## src/rtl/enc83_pkg.sv

```systemverilog
// Shared definitions for the 8-to-3 request encoder: widths, FSM states and
// the default synchronizer depth.
package enc83_pkg;

    localparam int CODE_W          = 3;
    localparam int REQ_W           = 8;
    localparam int SYNC_STAGES_DEF = 2;

    typedef enum logic {
        IDLE  = 1'b0,
        OFFER = 1'b1
    } enc_state_e;

    // One-hot mask selecting the pending bit addressed by a code.
    function automatic logic [REQ_W-1:0] code_mask(input logic [CODE_W-1:0] code);
        logic [REQ_W-1:0] mask;
        mask       = '0;
        mask[code] = 1'b1;
        return mask;
    endfunction

endpackage

```

## src/rtl/prio_enc83.sv

```systemverilog
// Combinational 8-bit priority encoder with a rotating start index.
// A start index of 0 gives fixed priority with bit 0 highest.
module prio_enc83
    import enc83_pkg::*;
(
    input  logic [REQ_W-1:0]  vec,
    input  logic [CODE_W-1:0] start,
    output logic [CODE_W-1:0] code,
    output logic              any_set
);

    logic [CODE_W-1:0] idx;

    // NOTE: every output of a combinational block gets a default before any
    // conditional assignment, otherwise synthesis infers a latch to hold it.
    always_comb begin
        code    = '0;
        any_set = 1'b0;
        idx     = '0;
        for (int i = 0; i < REQ_W; i++) begin
            idx = start + CODE_W'(i);
            if (!any_set && vec[idx]) begin
                code    = idx;
                any_set = 1'b1;
            end
        end
    end

endmodule

```

## src/rtl/encoder83_irq.sv

```systemverilog
// Registered 8-to-3 request encoder with valid/ready handshake.
// Define ENC83_RR_EN for round-robin selection; default is lowest index first.
module encoder83_irq
    import enc83_pkg::*;
#(
    parameter int SYNC_STAGES = SYNC_STAGES_DEF   // legal 2..4
) (
    input  logic              i_clk,
    input  logic              i_rst_n,
    input  logic [REQ_W-1:0]  i_req_n,
    output logic [CODE_W-1:0] o_code,
    output logic              o_valid,
    input  logic              i_ready,
    output logic [REQ_W-1:0]  o_pending,
    output logic              o_overrun
);

    localparam int          WARM_CYCLES = SYNC_STAGES + 1;
    localparam logic [2:0]  WARM_DONE   = 3'(WARM_CYCLES);

    logic [SYNC_STAGES-1:0][REQ_W-1:0] sync_q;
    logic [REQ_W-1:0]                  prev_q;
    logic [2:0]                        warm_cnt_q;
    logic                              armed;

    logic [REQ_W-1:0]  edge_ev;
    logic [REQ_W-1:0]  clr_mask;
    logic [REQ_W-1:0]  pend_q, pend_d;
    logic              ovr_q, ovr_d;
    logic              accept;

    enc_state_e        state_q, state_d;
    logic [CODE_W-1:0] code_q, code_d;
    logic              valid_q, valid_d;

    logic [CODE_W-1:0] sel_start;
    logic [CODE_W-1:0] sel_code;
    logic              sel_any;

    // NOTE: synchronizer and edge flops reset to the inactive level (1) so
    // that leaving reset can never look like a falling request edge.
    always_ff @(posedge i_clk or negedge i_rst_n) begin
        if (!i_rst_n) begin
            sync_q <= '1;
            prev_q <= '1;
        end else begin
            // NOTE: sequential state uses non-blocking assignments so every
            // flop samples the pre-edge value of its neighbours.
            sync_q <= {sync_q[SYNC_STAGES-2:0], i_req_n};
            prev_q <= sync_q[SYNC_STAGES-1];
        end
    end

    // Lines already low when reset is released must not raise an event: edge
    // detection stays masked until the synchronizer has flushed its reset 1s.
    always_ff @(posedge i_clk or negedge i_rst_n) begin
        if (!i_rst_n) begin
            warm_cnt_q <= '0;
        end else if (!armed) begin
            warm_cnt_q <= warm_cnt_q + 3'd1;
        end
    end

    assign armed    = (warm_cnt_q == WARM_DONE);
    assign edge_ev  = armed ? (prev_q & ~sync_q[SYNC_STAGES-1]) : '0;
    assign accept   = i_ready & valid_q;
    assign clr_mask = accept ? code_mask(code_q) : '0;

    // Set beats clear: a fresh edge on the bit being accepted stays pending.
    assign pend_d = (pend_q & ~clr_mask) | edge_ev;
    assign ovr_d  = |(edge_ev & pend_q & ~clr_mask);

    always_ff @(posedge i_clk or negedge i_rst_n) begin
        if (!i_rst_n) begin
            pend_q <= '0;
            ovr_q  <= 1'b0;
        end else begin
            pend_q <= pend_d;
            ovr_q  <= ovr_d;
        end
    end

`ifdef ENC83_RR_EN
    logic [CODE_W-1:0] ptr_q;

    always_ff @(posedge i_clk or negedge i_rst_n) begin
        if (!i_rst_n) begin
            ptr_q <= CODE_W'(REQ_W - 1);
        end else if (accept) begin
            ptr_q <= code_q;
        end
    end

    assign sel_start = ptr_q + CODE_W'(1);
`else
    assign sel_start = '0;
`endif

    prio_enc83 u_prio (
        .vec     (pend_q),
        .start   (sel_start),
        .code    (sel_code),
        .any_set (sel_any)
    );

    always_ff @(posedge i_clk or negedge i_rst_n) begin
        if (!i_rst_n) begin
            state_q <= IDLE;
            code_q  <= '0;
            valid_q <= 1'b0;
        end else begin
            state_q <= state_d;
            code_q  <= code_d;
            valid_q <= valid_d;
        end
    end

    always_comb begin
        state_d = state_q;
        code_d  = code_q;
        valid_d = valid_q;
        case (state_q)
            IDLE: begin
                if (sel_any) begin
                    code_d  = sel_code;
                    valid_d = 1'b1;
                    state_d = OFFER;
                end
            end
            OFFER: begin
                // Grant is held stable until the consumer takes it.
                if (accept) begin
                    valid_d = 1'b0;
                    state_d = IDLE;
                end
            end
            default: begin
                valid_d = 1'b0;
                state_d = IDLE;
            end
        endcase
    end

    assign o_code    = code_q;
    assign o_valid   = valid_q;
    assign o_pending = pend_q;
    assign o_overrun = ovr_q;

endmodule

```

## config.mk

```make
export PLATFORM = sky130hd
export DESIGN_NAME = encoder83_irq
export DESIGN_NICKNAME = d
export VERILOG_FILES = /design/src/rtl/enc83_pkg.sv /design/src/rtl/prio_enc83.sv /design/src/rtl/encoder83_irq.sv
export SDC_FILE = /design/constraint.sdc
export NUM_CORES = 1
export LEC_CHECK = 0
export CAP_MARGIN = 20
export CORE_MARGIN = 10
export CORE_UTILIZATION = 40
export CTS_BUF_LIST = sky130_fd_sc_hd__clkbuf_16
export DETAILED_ROUTE_END_ITERATION = 16
export PLACE_DENSITY = 0.61
export SLEW_MARGIN = 20
export SYNTH_ARGS = -nofsm -noshare
export SYNTH_HDL_FRONTEND = slang
export SYNTH_SLANG_ARGS = --single-unit
```

## constraint.sdc

```tcl
create_clock -name i_clk -period 2.14 [get_ports i_clk]
set_input_delay 0.321 -clock i_clk [delete_from_list [all_inputs] [get_ports i_clk]]
set_output_delay 0.321 -clock i_clk [all_outputs]
set_load 0.01 [all_outputs]
```

==> run summary, run 1 <==
Status - complete, no violations
Clock Tree Buf Depth - 2
Dpl hpwl - 2020 um
Number of hold buffers added after cts - 0
Sequential area share after synthesis - 70.3%
Final instance area - 0.00192 sq mm
Worst r2r src - o_pending[3]
Worst setup EP type - flip-flop
Post-Layout Cell Count - 188
Post-Place Cell Area - 0.00178 sq mm
Worst reg2reg path depth - 5
Final Hold Vio Count - 0
GP Congestion - 0.859
Starting DRC count in detailed routing - 46
I/O pin count - 24
Reg clk slew, reported paths - 0.05 ns
Layout fillers - 331
First-pass GRT wire length - 4610 um
Die height - 81.3 um
Placed cell count - 180
Worst Path Required - 2.29 ns
Max Slew Vio Count - 0
Drt pass-1 iters - 4
Hold Path Class - in -> async
Final worst path period share - 84.4%
Synthesized net count - 123
Worst Setup Path Type - reg -> reg
Row count - 22
Post-Syn Area per Cell - 13.7 sq um
# setup viols final - 0
Gr usage total - 9.16%
Clock buffer count from CTS - 5
Worst skew pair latency - 0.27 ns
Post-layout min period - 1.81 ns
DRT antenna net count - 0
Setup Buffers After CTS - 0
Pwr/cell area - 805 mW/mm^2
Die W - 81.3 um
P_leak - 0.818 nW
Startpoint types - flip-flop
RSZ-0062 raised after global routing - false
PostCTS Resize Cnt - 0
Worst reg-to-reg setup slack - 0.33 ns
Worst Path Arrival - 1.96 ns
Flops & latches, synth - 41
CORE AREA - 0.00363 sq mm
Relative slew slack - 43.6%
Setup TNS - 0 ns
CTS tree - done
Drt via density - 4.97
Number of global-route vias before repair - 988
Post-Syn Instances - 110
Diodes inserted - 0
Yosys warnings - 0
Wire length per cell - 14.4 um
Max H-tree Level - 2
Finished Core Util - 52.9%
Cell area after synthesis - 0.00150 sq mm
Share of cells above drive strength 1 - 26.4%
Clock root cell - clkbuf_16
Slew @ Worst Pin - 0.846 ns
Routed WL - 2700 um
Residual DRC - 0
Final nets - 152
R2R Path End - o_code[1]
Initial Utilization - 41.4%
Via count - 934
Area Growth Syn to Fin - 27.8%
Clk sinks - 41
Grt ovf - 0
Peak supply drop - 0.473 mV
Fmax - 554 MHz
Die ar. - 0.00661 sq mm
CP max FO - 5
Initial antenna violation count - 0
Largest net degree at the start of global routing - 42
Setup Skew - 0.00351 ns
Port Buf Inserts - 23
Max-cap viol count - 0
Synth unique cells - 36
-- worst max-delay path by stage --
stage | start | endpoint | slack (ns) | cells after the start
detailed placement | i_ready | o_overrun | 0.19 | 6
global placement | i_ready | o_overrun | 0.23 | 6
global route | o_pending[3] | o_code[1] | 0.25 | 5
floorplan | o_pending[3] | o_code[2] | 0.44 | 5
finish | o_pending[3] | o_code[1] | 0.33 | 5
CTS | o_pending[3] | o_code[1] | 0.32 | 5
-- flip-flops by register name (all words and copies together) (netlist names) --
signal      flops
sync_q         16
o_pending       8
prev_q          8
o_code          3
warm_cnt_q      3
o_overrun       1
o_valid         1
state_q         1
-- kinds of logic after synthesis --
| family | Yosys count | synth area share [%] |
|---|---|---|
| adders and majority gates | 2 | 1.67 |
| muxes | 2 | 1.42 |
| AOI/OAI and AO/OA | 17 | 9.49 |
| buffers and inverters | 6 | 1.50 |
| and+or+nand+nor | 41 | 15.1 |
| xor gates and xnor gates | 1 | 0.583 |
| DFF | 41 | 70.3 |
-- synth_stat cells --
cell type	n	area share (%)
ha_1	2	1.7
o21ai_0	3	1.0
dfstp_2	24	42
nor2_2	1	0.42
and3_1	2	0.83
a21o_2	1	0.58
o41a_1	1	0.75
and3b_1	1	0.58
nor4_2	1	0.83
o32ai_1	1	0.58
o31ai_1	1	0.50
nand2_1	14	3.5
inv_1	5	1.2
o22a_1	1	0.58
nor2_1	4	1.0
a21oi_1	2	0.67
nand3_1	2	0.67
or4_4	1	0.75
mux2i_1	1	0.67
a21o_1	1	0.50
nor3_1	2	0.67
a21boi_0	1	0.50
o32a_2	1	0.75
nor3b_1	2	1.0
xnor2_1	1	0.58
nand3b_1	2	1.0
nor2b_1	4	1.7
a22o_1	1	0.58
clkbuf_1	1	0.25
dfrtp_1	17	28
o221ai_1	1	0.58
nand2b_1	4	1.7
a32oi_1	1	0.58
and2b_1	1	0.50
mux2_2	1	0.75
o2bb2a_4	1	1.3
-- through the flow --
stage / hold WS [ns] / setup WS, ns / power [W]
after floorplan: 0.0254 / 0.442 / 0.000849
after global placement: 0.346 / 0.233 / 0.000887
after detailed placement: 0.347 / 0.186 / 0.000889
after CTS: 0.184 / 0.321 / 0.00157
after global routing: 0.217 / 0.255 / 0.00162
final: 0.154 / 0.334 / 0.00155
-- critical path, cell delays in order (launching register included) --
cell and delay, ns:
dfrtp_1 0.41, or4_4 0.57, nor4_2 0.21, and2b_1 0.21
nor2_2 0.07, o22a_1 0.21
-- area by class of cell --
| type | count | area [sq um] | share of cell area, % |
|---|---|---|---|
| inverter | 5 | 18.8 | 0.977 |
| timing repair buffer | 23 | 225 | 11.7 |
| multi-input combinational | 63 | 424 | 22.1 |
| tap | 48 | 60.1 | 3.13 |
| sequential | 41 | 1060 | 55.0 |
| clock inverter | 3 | 11.3 | 0.586 |
| clock buffer | 5 | 125 | 6.51 |
-- placed cells by master (no fill, tap or decap), types with 2 or more instances in the layout --
cell type and count:
a21oi_1 2, and3_1 2, clkbuf_16 5, clkdlybuf4s50_1 22, dfrtp_1 17, dfstp_2 24
ha_1 2, inv_1 8, nand2_1 14, nand2b_1 4, nand3_1 2, nand3b_1 2
nor2_1 4, nor2b_1 4, nor3_1 2, nor3b_1 2, o21ai_0 3
-- per-layer routing --
| metal | up-vias | track usage, % | part of all wire, % |
|---|---|---|---|
| met5 | - | 0 | 0 |
| met4 | 0 | 4.15 | 0.96 |
| met3 | 4 | 5.19 | 9.5 |
| met2 | 27 | 14.1 | 48 |
| met1 | 466 | 10.1 | 42 |
| li1 | 437 | - | - |
-- report_power, final --
group | switching [W] | internal (W) | total, W | leakage (nW)
registers | 0.00000902 | 0.000818 | 0.000827 | 0.428
logic | 0.0000236 | 0.0000245 | 0.0000481 | 0.313
clock network | 0.000254 | 0.000418 | 0.000672 | 0.0776
No activity file was read; power rests on OpenSTA's default activity.
==> run 2: changes to the inputs <==
--- a/config.mk
+++ b/config.mk
@@ -10,7 +10,7 @@
 export CORE_UTILIZATION = 40
 export CTS_BUF_LIST = sky130_fd_sc_hd__clkbuf_16
 export DETAILED_ROUTE_END_ITERATION = 16
-export PLACE_DENSITY = 0.61
+export PLACE_DENSITY = 0.63
 export SLEW_MARGIN = 20
 export SYNTH_ARGS = -nofsm -noshare
 export SYNTH_HDL_FRONTEND = slang
==> constraint.sdc (replaced) <==
create_clock -name i_clk -period 1.6 [get_ports i_clk]
set_input_delay 0.24 -clock i_clk [delete_from_list [all_inputs] [get_ports i_clk]]
set_output_delay 0.24 -clock i_clk [all_outputs]
set_load 0.01 [all_outputs]
==> run summary, run 2 (synthesized netlist as in run 1, its figures left out) <==
Most flop-heavy register - sync_q
Initial Utilization - 41.4%
Grt ovf - 0
DRT antenna net count - 0
Slew @ Worst Pin - 0.484 ns
Int Pwr - 0.00169 W
Largest net degree at the start of global routing - 42
Max H-tree Level - 2
Worst setup EP type - flip-flop
Post-Place Cell Area - 0.00185 sq mm
Max-cap viol count - 0
First-pass GRT wire length - 4840 um
# setup viols final - 5
Layout fillers - 324
Fmax - 594 MHz
Diodes inserted - 0
Final nets - 165
Peak supply drop - 0.638 mV
Starting DRC count in detailed routing - 66
Clock Tree Buf Depth - 2
Area Growth Syn to Fin - 36.3%
Die ar. - 0.00661 sq mm
Relative slew slack - 67.7%
Share of cells above drive strength 1 - 37.3%
Initial antenna violation count - 0
Gr usage total - 9.33%
Via count - 984
Logic pwr share - 3.2%
Final Hold Vio Count - 0
Die height - 81.3 um
Sequential Power Share - 53.1%
Worst reg2reg path depth - 5
Max reg flops - 16
Worst Path Required - 1.76 ns
Setup Skew - 0.00399 ns
RSZ-0062 raised after global routing - true
CP max FO - 4
Final worst path period share - 105%
Dpl hpwl - 2010 um
Final instance area - 0.00205 sq mm
Drt via density - 4.90
Hold Path Class - in -> async
Most frequent cells in the layout - 24 x dfstp_2, 21 x clkdlybuf4s50_1, 15 x dfrtp_1
Clk pwr share - 43.7%
Net Sw Power - 0.000392 W
Failing checks - negative setup slack
Pre-CTS setup slack - -0.276 ns
Pwr/cell area - 1020 mW/mm^2
Worst skew pair latency - 0.27 ns
Commonest non-fill, non-tap cell in the layout - dfstp_2
Startpoint types - flip-flop
CORE AREA - 0.00363 sq mm
Worst Path Arrival - 1.85 ns
Post-layout min period - 1.68 ns
Critical path startpoint - o_pending[3]
Worst Setup Path Type - reg -> reg
Routed WL - 2750 um
I/O pin count - 24
Clock root cell - clkbuf_16
CTS tree - done
Residual DRC - 0
Row count - 22
Clk sinks - 41
Worst r2r src - o_pending[3]
Setup TNS - -0.348 ns
GP Congestion - 0.842
Wire length per cell - 13.7 um
Drt pass-1 iters - 4
Clock buffer count from CTS - 5
Status - finished, violations left
P_leak - 0.891 nW
Reg clk slew, reported paths - 0.06 ns
Number of hold buffers added after cts - 0
Setup WS post-layout - -0.0826 ns
Port Buf Inserts - 23
Switching Fraction - 18.8%
Die W - 81.3 um
Max Slew Vio Count - 0
Number of global-route vias before repair - 1092
## run 2: final timing paths
check                          endpoint  slack [ns]
setup / recovery              o_code[2]       -0.08
setup reg to reg              o_code[2]       -0.08
min in group i_clk            sync_q[8]        0.35
max in group asynchronous  o_pending[4]        1.22
hold / removal             o_pending[2]       0.009
hold reg to reg               sync_q[8]        0.35
## run 2: metal layers
layer / share of wire (%) / wire, um / GRT usage, % / vias up
met5: 0 / 0 / 0 / -
met2: 46 / 1270 / 14.5 / 27
met3: 8.7 / 240 / 4.19 / 8
met1: 43 / 1180 / 10.6 / 487
li1: - / - / - / 462
met4: 1.9 / 53 / 4.67 / 0
## run 2: power by group through the flow
stage               clock, W  sequential [W]  combinational (W)
CTS                 0.000938         0.00111          0.0000690
global placement           0         0.00112          0.0000672
finish              0.000911         0.00111          0.0000661
global route        0.000981         0.00111          0.0000755
floorplan                  0         0.00112          0.0000160
detailed placement         0         0.00112          0.0000687
## run 2: layout make-up
type	instances	area (sq um)	area share, %
clock inverters	3	12.5	0.611
inverters	5	18.8	0.916
clock buffers	5	125	6.11
well taps	48	60.1	2.93
flip-flops and latches	41	1060	51.7
multi-input cells	63	444	21.7
repair buffers	36	329	16.1
## run 2: critical path, cell delays in order (launching register included)
cell,delay (ns)
dfrtp_1,0.38
or4_4,0.56
nor4_4,0.16
and2b_2,0.20
nor2_2,0.06
o2bb2a_4,0.21
## run 2: through the flow
stage          utilization, %  hold slack, ns  power [W]  cells
2_1_floorplan               -         -0.0556    0.00114    110
3_3_place_gp             51.0           0.312    0.00119    189
3_5_place_dp             51.0           0.326    0.00119    189
4_1_cts                  55.6          0.0344    0.00211    200
5_1_grt                  56.4          0.0555    0.00217    201
6_report                 56.4         0.00936    0.00208    201
## run 2: what timing repair did
action | CTS | global route
gates resized for setup | 2 | 8
pin swaps | 1 | 1
setup endpoints to repair | 5 | 9
buffers inserted | 3 | 1
==> run 3: changes to the inputs <==
--- a/config.mk
+++ b/config.mk
@@ -7,10 +7,10 @@
 export LEC_CHECK = 0
 export CAP_MARGIN = 20
 export CORE_MARGIN = 10
-export CORE_UTILIZATION = 40
+export CORE_UTILIZATION = 30
 export CTS_BUF_LIST = sky130_fd_sc_hd__clkbuf_16
 export DETAILED_ROUTE_END_ITERATION = 16
-export PLACE_DENSITY = 0.63
+export PLACE_DENSITY = 0.5
 export SLEW_MARGIN = 20
 export SYNTH_ARGS = -nofsm -noshare
 export SYNTH_HDL_FRONTEND = slang
==> run summary, run 3 (synthesized netlist as in run 1, its figures left out) <==
Via count - 1003
Initial Utilization - 31.4%
Post-layout min period - 1.69 ns
Final hold slack - 0.354 ns
GP Congestion - 0.876
P_leak - 0.939 nW
Max reg flops - 16
Status - finished, violations left
Largest net degree at the start of global routing - 21
Row count - 25
Relative slew slack - 70.2%
DRT antenna net count - 0
Initial antenna violation count - 0
Drt via density - 4.40
Reg clk slew, reported paths - 0.06 ns
Max Slew Vio Count - 0
Drt pass-1 iters - 4
Slew @ Worst Pin - 0.446 ns
Final nets - 173
Sequential Power Share - 52.1%
Hold Path Cell Cnt - 0
Commonest non-fill, non-tap cell in the layout - dfstp_2
Peak supply drop - 0.482 mV
Clock buffer count from CTS - 5
Setup Skew - 0.00312 ns
Logic pwr share - 3.4%
Hold Path Class - reg -> reg
Final worst path period share - 106%
Die ar. - 0.00824 sq mm
Worst Path Required - 1.77 ns
Buf/Inv on CP - 0
Switching Fraction - 19.7%
# setup viols final - 4
Worst r2r src - o_pending[3]
Number of global-route vias before repair - 987
CTS tree - done
Port Buf Inserts - 23
First-pass GRT wire length - 4910 um
Pwr/cell area - 995 mW/mm^2
Worst reg-to-reg setup slack - -0.09 ns
Worst setup EP type - flip-flop
CP max FO - 4
Worst Path Arrival - 1.86 ns
CP top delay family - simple AND/OR/NAND/NOR gates
Clk pwr share - 44.5%
Share of cells above drive strength 1 - 40.4%
Worst skew pair latency - 0.28 ns
Setup TNS - -0.301 ns
Die W - 90.8 um
Crit path cell chain - or4_4 -> nor4_4 -> and2b_1 -> nor2_2 -> o2bb2a_4
Reg area - 0.00106 sq mm
Clock Tree Buf Depth - 2
Hold endpoint - sync_q[12]
Startpoint types - flip-flop
Failing checks - negative setup slack
R2R Path End - o_code[2]
Int Pwr - 0.00170 W
Diodes inserted - 0
Setup WS post-layout - -0.0895 ns
Grt ovf - 0
Max-cap viol count - 0
Clk sinks - 41
Hold path start - sync_q[4]
Most frequent cells in the layout - 24 x dfstp_2, 20 x buf_4, 19 x clkdlybuf4s50_1
Net Sw Power - 0.000419 W
CORE AREA - 0.00479 sq mm
I/O pin count - 24
Residual DRC - 0
Dpl hpwl - 2380 um
Worst Setup Path Type - reg -> reg
Slowest stage delay, CP - 0.56 ns
Wire length per cell - 13.2 um
Layout fillers - 430
RSZ-0062 raised after global routing - true
Area of the multi-input gates - 443 sq um
Worst reg2reg path depth - 5
Die height - 90.8 um
Clock root cell - clkbuf_16
Area Growth Syn to Fin - 42.0%
Most flop-heavy register - sync_q
Routed WL - 3010 um
Max H-tree Level - 2
Final Hold Vio Count - 0
Gr usage total - 7.58%
Fmax - 592 MHz
Starting DRC count in detailed routing - 41
Slowest CP cell - or4_4
[run 3: final cells by class]
cell class / count / area share (%)
clock inverter: 3 / 0.762
multi-input combinational: 63 / 20.8
sequential: 41 / 49.6
timing repair buffer: 44 / 18.2
tap: 67 / 3.93
clock buffer: 5 / 5.86
inverter: 5 / 0.879
[run 3: stage by stage]
step	utilization, %	std cells	power, W	cell area, sq um	setup WS (ns)
finish	44.6	228	0.00212	2130	-0.0895
global placement	40.1	214	0.00119	1920	-0.207
floorplan	-	110	0.00114	1500	-0.0978
detailed placement	40.1	214	0.00120	1920	-0.257
global route	44.6	228	0.00223	2130	-0.171
CTS	44.3	228	0.00217	2120	-0.116
[run 3: power groups by stage]
stage | Combinational [W] | Clock [W] | Sequential [W]
after floorplan | 0.0000160 | 0 | 0.00112
after global placement | 0.0000717 | 0 | 0.00112
after detailed placement | 0.0000732 | 0 | 0.00112
after CTS | 0.0000756 | 0.000988 | 0.00111
after global routing | 0.0000812 | 0.00104 | 0.00111
final | 0.0000726 | 0.000946 | 0.00111
[run 3: how the worst max path moves through the flow]
stage	slack, ns	endpoint	cells after the start	from
2_1_floorplan	-0.1	o_code[2]	5	o_pending[3]
4_1_cts	-0.12	o_code[2]	5	o_pending[3]
6_report	-0.09	o_code[2]	5	o_pending[3]
3_3_place_gp	-0.21	o_overrun	6	i_ready
5_1_grt	-0.17	o_code[2]	5	o_pending[3]
3_5_place_dp	-0.26	o_overrun	6	i_ready
[run 3: metal layers]
layer | wire length [um] | GRT usage [%]
met5 | 0 | 0
met4 | 55 | 3.52
met1 | 1400 | 9.05
met2 | 1370 | 10.8
met3 | 177 | 4.24
[run 3: what timing repair did]
item	4_1_cts	5_1_grt
setup buffers	5	0
pin swaps	0	2
gates cloned	0	0
endpoints found under the hold margin	17	0
hold buffers	1	0
resized for setup	4	7
endpoints found under the setup margin	5	9
